<file path="config.mk">
export PLATFORM = sky130hd
export DESIGN_NAME = bus_sequencer
export DESIGN_NICKNAME = d
export VERILOG_FILES = /design/src/rtl/bus_sequencer.sv
export SDC_FILE = /design/constraint.sdc
export NUM_CORES = 1
export LEC_CHECK = 0
export ABC_AREA = 1
export BUFFER_PORTS_ARGS = -buffer_cell sky130_fd_sc_hd__buf_4
export CORE_ASPECT_RATIO = 1.4
export CORE_MARGIN = 8
export CORE_UTILIZATION = 30
export CTS_CLUSTER_SIZE = 40
export DETAILED_ROUTE_END_ITERATION = 8
export SYNTH_ARGS = -nofsm -noshare
export SYNTH_HDL_FRONTEND = slang
export SYNTH_SLANG_ARGS = --single-unit
</file>
<file path="constraint.sdc">
create_clock -name clk -period 3.4 [get_ports clk]
set_input_delay 0.17 -clock clk [delete_from_list [all_inputs] [get_ports clk]]
set_output_delay 0.17 -clock clk [all_outputs]
set_load 0.005 [all_outputs]
</file>
<file path="src/rtl/bus_sequencer.sv">
// Command-FIFO driven peripheral bus sequencer: each queued command becomes one
// timed write or read access (optional wait, setup, strobe, hold).
module bus_sequencer #(
    parameter int FIFO_DEPTH    = 16,
    parameter int SETUP_CYCLES  = 1,
    parameter int STROBE_CYCLES = 2
) (
    input  logic                        clk,
    input  logic                        reset,
    input  logic                        flush,
    input  logic                        cmd_valid,
    output logic                        cmd_ready,
    input  logic                        cmd_read,
    input  logic [18:0]                 cmd_addr,
    input  logic [15:0]                 cmd_data,
    input  logic [15:0]                 cmd_wait,
    output logic                        bus_enable,
    output logic [18:0]                 bus_addr,
    output logic                        bus_wr,
    output logic                        bus_rd,
    output logic [15:0]                 bus_data_out,
    input  logic [15:0]                 bus_data_in,
    output logic                        rsp_valid,
    output logic [15:0]                 rsp_data,
    output logic                        busy,
    output logic [$clog2(FIFO_DEPTH):0] fifo_count
);
    // state  | meaning
    // IDLE   | bus released; pops the FIFO head when one is queued
    // WAIT   | idle gap of cmd_wait cycles before the access
    // SETUP  | enable/addr/data driven, strobes low
    // STROBE | bus_wr or bus_rd high; read data captured on the last cycle
    // HOLD   | enable/addr kept one cycle with strobes low
    localparam int AW = $clog2(FIFO_DEPTH);
    localparam int CW = 52;
    localparam logic [AW:0] DEPTH_L     = (AW+1)'(FIFO_DEPTH);
    localparam logic [15:0] SETUP_LOAD  = 16'(SETUP_CYCLES - 1);
    localparam logic [15:0] STROBE_LOAD = 16'(STROBE_CYCLES - 1);

    typedef enum logic [2:0] {S_IDLE, S_WAIT, S_SETUP, S_STROBE, S_HOLD} state_t;
    state_t state, state_nxt;

    logic [CW-1:0] fifo_mem [FIFO_DEPTH];
    logic [AW-1:0] wr_ptr, rd_ptr;
    logic [AW:0]   count;
    logic          push, pop, capture;
    logic [CW-1:0] head;
    logic [15:0]   head_wait;
    logic [15:0]   timer, timer_nxt;
    logic          cur_read;
    logic [18:0]   cur_addr;
    logic [15:0]   cur_data;

    assign head      = fifo_mem[rd_ptr];
    assign head_wait = head[15:0];
    assign cmd_ready = (count < DEPTH_L);
    assign push      = cmd_valid && cmd_ready;

    // Phase timer counts down from N-1; the phase ends when it reaches zero.
    always_comb begin
        state_nxt = state;
        timer_nxt = timer;
        pop       = 1'b0;
        capture   = 1'b0;
        case (state)
            S_IDLE: begin
                if (count != '0) begin
                    pop = 1'b1;
                    if (head_wait != 16'd0) begin
                        state_nxt = S_WAIT;
                        timer_nxt = head_wait - 16'd1;
                    end else begin
                        state_nxt = S_SETUP;
                        timer_nxt = SETUP_LOAD;
                    end
                end
            end
            S_WAIT: begin
                if (timer == 16'd0) begin
                    state_nxt = S_SETUP;
                    timer_nxt = SETUP_LOAD;
                end else begin
                    timer_nxt = timer - 16'd1;
                end
            end
            S_SETUP: begin
                if (timer == 16'd0) begin
                    state_nxt = S_STROBE;
                    timer_nxt = STROBE_LOAD;
                end else begin
                    timer_nxt = timer - 16'd1;
                end
            end
            S_STROBE: begin
                if (timer == 16'd0) begin
                    state_nxt = S_HOLD;
                    timer_nxt = 16'd0;
                    capture   = cur_read;
                end else begin
                    timer_nxt = timer - 16'd1;
                end
            end
            S_HOLD:  state_nxt = S_IDLE;
            default: state_nxt = S_IDLE;
        endcase
    end

    always_ff @(posedge clk) begin
        if (reset) begin
            state     <= S_IDLE;
            timer     <= 16'd0;
            wr_ptr    <= '0;
            rd_ptr    <= '0;
            count     <= '0;
            cur_read  <= 1'b0;
            cur_addr  <= '0;
            cur_data  <= '0;
            rsp_valid <= 1'b0;
            rsp_data  <= '0;
        end else if (flush) begin
            state     <= S_IDLE;
            timer     <= 16'd0;
            wr_ptr    <= '0;
            rd_ptr    <= '0;
            count     <= '0;
            rsp_valid <= 1'b0;
        end else begin
            state     <= state_nxt;
            timer     <= timer_nxt;
            rsp_valid <= capture;
            if (capture) rsp_data <= bus_data_in;
            if (pop) begin
                rd_ptr                         <= rd_ptr + 1'b1;
                {cur_read, cur_addr, cur_data} <= head[51:16];
            end
            if (push) wr_ptr <= wr_ptr + 1'b1;
            case ({push, pop})
                2'b10:   count <= count + 1'b1;
                2'b01:   count <= count - 1'b1;
                default: count <= count;
            endcase
        end
    end

    always_ff @(posedge clk) begin
        if (push && !reset && !flush)
            fifo_mem[wr_ptr] <= {cmd_read, cmd_addr, cmd_data, cmd_wait};
    end

    // Address and write data are forced to zero off-access to keep the wired-OR bus quiet.
    assign bus_enable   = (state == S_SETUP) || (state == S_STROBE) || (state == S_HOLD);
    assign bus_addr     = bus_enable ? cur_addr : '0;
    assign bus_data_out = (bus_enable && !cur_read) ? cur_data : '0;
    assign bus_wr       = (state == S_STROBE) && !cur_read;
    assign bus_rd       = (state == S_STROBE) && cur_read;
    assign busy         = (state != S_IDLE) || (count != '0);
    assign fifo_count   = count;
endmodule

</file>
### Word-level counts from Yosys, hierarchy flattened

Memories as Yosys holds them, arrays and structs flattened. A register that Yosys moved wholly into a read port is not among the register bits.
Cells that the tools add are included.
W data, S select, Z words.

| cells by class | value |
|---|---|
| add/sub/neg operators | 6 |
| $lt $le $gt $ge | 1 |
| equality and inequality tests | 10 |
| mux-type cells | 22 |
| bitwise gates (word level) | 1 |
| reductions and logical operators | 25 |

Operators by type and width:

| cell | number |
|---|---|
| $mux W16 | 5 |
| $pmux W16 S3 | 1 |
| $sub A16 B1 Y16 const B | 2 |
| $mux W19 | 1 |
| $logic_not A16 Y1 | 1 |
| $reduce_bool A16 Y1 | 1 |
| $mux W3 | 4 |
| $pmux W3 S4 | 1 |
| $pmux W5 S2 | 1 |
| $add A4 B1 Y4 const B | 2 |
| $mux W4 | 2 |
| $ne A2 B2 Y1 const B | 4 |
| $eq A3 B2 Y1 const B | 2 |
| $logic_and A1 B1 Y1 | 6 |
| $mux W1 | 6 |
| $reduce_and A2 Y1 | 3 |
| $reduce_bool A3 Y1 | 2 |
| $add A5 B1 Y5 const B | 1 |
| $lt A5 B5 Y1 const B | 1 |
| $reduce_bool A5 Y1 | 1 |
| $sub A5 B1 Y5 const B | 1 |
| $reduce_and A4 Y1 | 1 |
| $reduce_or A2 Y1 | 2 |
| $eq A3 B1 Y1 const B | 1 |
| other kinds (9) | 13 |

| word-level totals | value |
|---|---|
| flip-flop bits (word level) | 85 |
| memory bits (writable) | 832 |
| input bits | 72 |
| output and inout bits | 62 |
| word-level logic and storage cells | 76 |
| memories kept | 1 |

Memory list:

| name | depth | width | read ports | clocked after memory_dff | wr ports | line | source |
|---|---|---|---|---|---|---|---|
| fifo_mem | 16 | 52 | 1 | 1 | 1 | 43 | `logic [CW-1:0] fifo_mem [FIFO_DEPTH];` |

### Depth between registers and ports, before layout

| depth | value |
|---|---|
| depth after elaboration | 6 |
| depth in mapped cells | 19 |
| depth with buffers taken out | 16 |

### Worst setup path before layout

OpenSTA, ideal clock, no wires.

| timing | value |
|---|---|
| path type | in2reg |
| from | input port reset |
| to | memory fifo_mem[11][0] (enable) |
| setup time | 462 ps |
| data arrival time | 3118 ps |
| required time | 2938 ps |
| setup slack | -180 ps |
| stages | 5 |
| path buffers | 2 |
| cell sequence | clkbuf_1 -> nor2_1 -> clkbuf_1 -> nand3_1 -> nor2_1 |

| on the way | value |
|---|---|
| cells in the longest elaborated chain, start to end | 5 |

RTL lines:

| item | line | source |
|---|---|---|
| start, declared | 9 | `input logic reset,` |
| $logic_not A1 Y1 | 146 | `if (push && !reset && !flush)` |
| $logic_and A1 B1 Y1 (2 in a row) | 146 |  |
| $mux W1 | 146 |  |
| $mux W1 (implied by the code) | 147 | `fifo_mem[wr_ptr] <= {cmd_read, cmd_addr, cmd_data, cmd_wait};` |
| end, declared | 43 |  |

No other way between the ends.

==> metrics.md <==
| Metric | Value |
|---|---|
| Status | `complete, no violations` |
| Post-Place Cells | `4880` |
| Cell taking the most area after synthesis | `edfxtp_1` |
| Final Core Density | `35.5%` |
| Total number of vias | `25100` |
| CP Buf/Inv Count | `2` |
| Hold_ws | `0.0856 ns` |
| Final hold vios | `0` |
| CP peak stage delay | `0.49 ns` |
| DRC | `0` |
| WL/cell | `19.8 um` |
| Filler cell count | `12000` |
| Post-CTS setup buffers | `0` |
| Delay-heaviest family, CP | `simple AND/OR/NAND/NOR gates` |
| Clock skew | `0.0148 ns` |
| Vias in the first global route | `24300` |
| CP max-delay cell | `dfxtp_4` |
| Kind of critical path | `reg -> reg` |
| Area Growth Syn to Fin | `18.0%` |
| Hold Crit Class | `in -> reg` |
| Highest-count cells in the layout ignoring fill and taps | `edfxtp_1, nor2_1, o21ai_0` |
| Synth Net Count | `3320` |
| Ports | `134` |
| Fmax | `0.349 GHz` |
| Period minus WS final | `2.87 ns` |
| Share of layout cells above drive strength 1 | `10.9%` |
| Cts repair resizes | `0` |
| DR vias/cell | `4.91` |
| GRT Util Overall | `14.5%` |
| Max clock buf depth | `3` |
| GP Congestion | `0.777` |
| CTS root buffer | `clkbuf_16` |
| Drt first-iter violations | `2088` |
| Die area | `136000 um2` |
| Port bufs | `133` |
| Critical path required time | `3.98 ns` |
| Post-Layout Cell Count | `5106` |
| Max Cap Viol | `0` |
| Crit path DAT | `3.45 ns` |
| Clk sinks | `921` |
| CORE AREA | `124000 um2` |
| Number of hold buffers added after cts | `69` |
| Leak Pwr | `0.0156 uW` |
| Total power divided by cell area | `688 nW/um2` |
| Peak VDD IR | `389 uV` |
| Cell area after synthesis | `37300 um2` |
| Initial Util | `30.1%` |
| Initial antenna violation count | `10` |
| Maximum number of pins on one net before global-route repair | `109` |
| Worst-path clk slew | `0.07 ns` |
| YS warnings | `0` |
| Crit path top cell by count | `nor2_1` |
| GRT overflow | `0` |
| Die width | `314 um` |
| Worst slew margin | `32.2%` |
| Final Max Tran Viols | `0` |
| Final setup violation count | `0` |
| Clk_lat worst skew | `0.65 ns` |
| Final Net Count | `3491` |
| Post-synth top area share | `67.0%` |
| HPWL Detailed | `56.3 mm` |
| Cell Chain, Critical Path | `buf_12, nor2_1, nor2_1, o21ai_0, nand3_1, nand3_1, nand2_1, inv_2, nand2_2, nor2_1, nand2_1, nor2_2, nor2_4, o21ai_0, a21oi_1` |
| Clock buffer count from CTS | `82` |
| Synthesized instance count | `3235` |
| Most common cell after layout, fill and taps aside | `edfxtp_1` |
| Startpoint types | `register` |
| Synthesis-stage register bit count | `921` |
| Chip height | `433 um` |
| First-pass GRT wire length | `152 mm` |
| Final wirelength | `101 mm` |
| Critical Path End Type | `register` |
| Drt pass-1 iters | `6` |
| Leading post-synthesis cells by cell area | `edfxtp_1, nor2_1, o21ai_0, dfxtp_1, nand2_1` |
| Seq/Total Area, Yosys | `71.8%` |
| CTS H-tree depth | `3` |
| Row count | `153` |
| CTS tree | `yes` |
| Post-DRT Antenna Nets | `0` |
| Synthesized area per cell | `11.5 um2` |
| Final worst-path cycle share | `84.4%` |
| Highest net fanout along the worst path | `108` |
| Actual slew at the worst max-slew pin | `1.01 ns` |
| Yosys cell types | `39` |
| RSZ-0062 raised after global routing | `no` |
-- area by class of cell --
cell class	instances	area [um2]	share of cell area, %
sequential	921	26800	60.9
multi-input combinational	1902	9000	20.5
timing repair buffer	283	2520	5.73
clock buffer	112	2270	5.16
tap	1627	2040	4.63
inverter	216	826	1.88
clock inverter	39	534	1.21
antenna	6	15.0	0.0341
-- metrics by stage --
step / cell area [um2] / TNS (ns) / setup slack [ns] / power (uW)
global route: 44000 / 0 / 0.196 / 31800
floorplan: 37300 / -149.33 / -0.180 / 18300
detailed placement: 40500 / 0 / 0.564 / 20700
finish: 44000 / 0 / 0.531 / 30300
global placement: 40500 / 0 / 0.601 / 20700
CTS: 44000 / 0 / 0.542 / 30500
-- synth_stat cells (all sizes together) --
master and number:
nand2 362, inv 215, nor4 3, o22ai 168, o31ai 1, a21oi 81, xnor2 8, dfxtp 89
nor3b 1, buf 61, nor3 25, o21bai 1, fa 1, nand4 4, o21ai 452, edfxtp 832
clkinv 1, ha 12, clkbuf 135, o32ai 12, a211oi 1, xor2 11, o211ai 7, and3 1
nand3 162, or2 6, a21o 1, nor2 582
-- final timing paths --
| path | depth (start not counted) | start | endpoint | slack (ns) |
|---|---|---|---|---|
| hold / removal | 5 | flush | rsp_data[14] | 0.09 |
| setup / recovery | 15 | register | timer[7] | 0.53 |
| hold reg to reg | 2 | rsp_data[7] | rsp_data[7] | 0.49 |
| setup reg to reg | 15 | register | timer[7] | 0.53 |
-- per-layer routing --
layer / up-vias / routed length [um] / global-route usage (%)
li1: 11700 / - / -
met1: 12400 / 41100 / 17.7
met2: 738 / 51600 / 25.8
met3: 188 / 5300 / 2.08
met4: 4 / 3210 / 5.09
met5: - / 23 / 0
-- where the power goes --
part,internal (uW),switching (uW)
Clock,5690,4060
Combinational,2470,5190
Sequential,12700,214
Total,20800,9470
-- registers in the layout, indices dropped and copies added, names as in the netlist, 3 cells and up, named ones only --
name	count
fifo_mem	832
cur_addr	19
cur_data	16
rsp_data	16
timer	16
fifo_count	5
rd_ptr	4
wr_ptr	4
state	3
-- cells by family (layout without fill, tap and decap cells) --
| family | Yosys count | in the layout | synth area share (%) |
|---|---|---|---|
| and+or+nand+nor | 1146 | 1146 | 12.4 |
| DFF | 921 | 921 | 71.8 |
| AOI/OAI and AO/OA | 724 | 724 | 10.5 |
| buffers and inverters | 412 | 650 | 4.41 |
| xor gates and xnor gates | 19 | 19 | 0.446 |
| adders and majority gates | 13 | 13 | 0.456 |
| other | 0 | 6 | 0 |
-- worst min-delay path: cells and delay by family --
kind                   cells  cell delay (ns)
and+or+nand+nor            3             0.19
buffers and inverters      2             0.30
(Power assumes the default switching activity.)
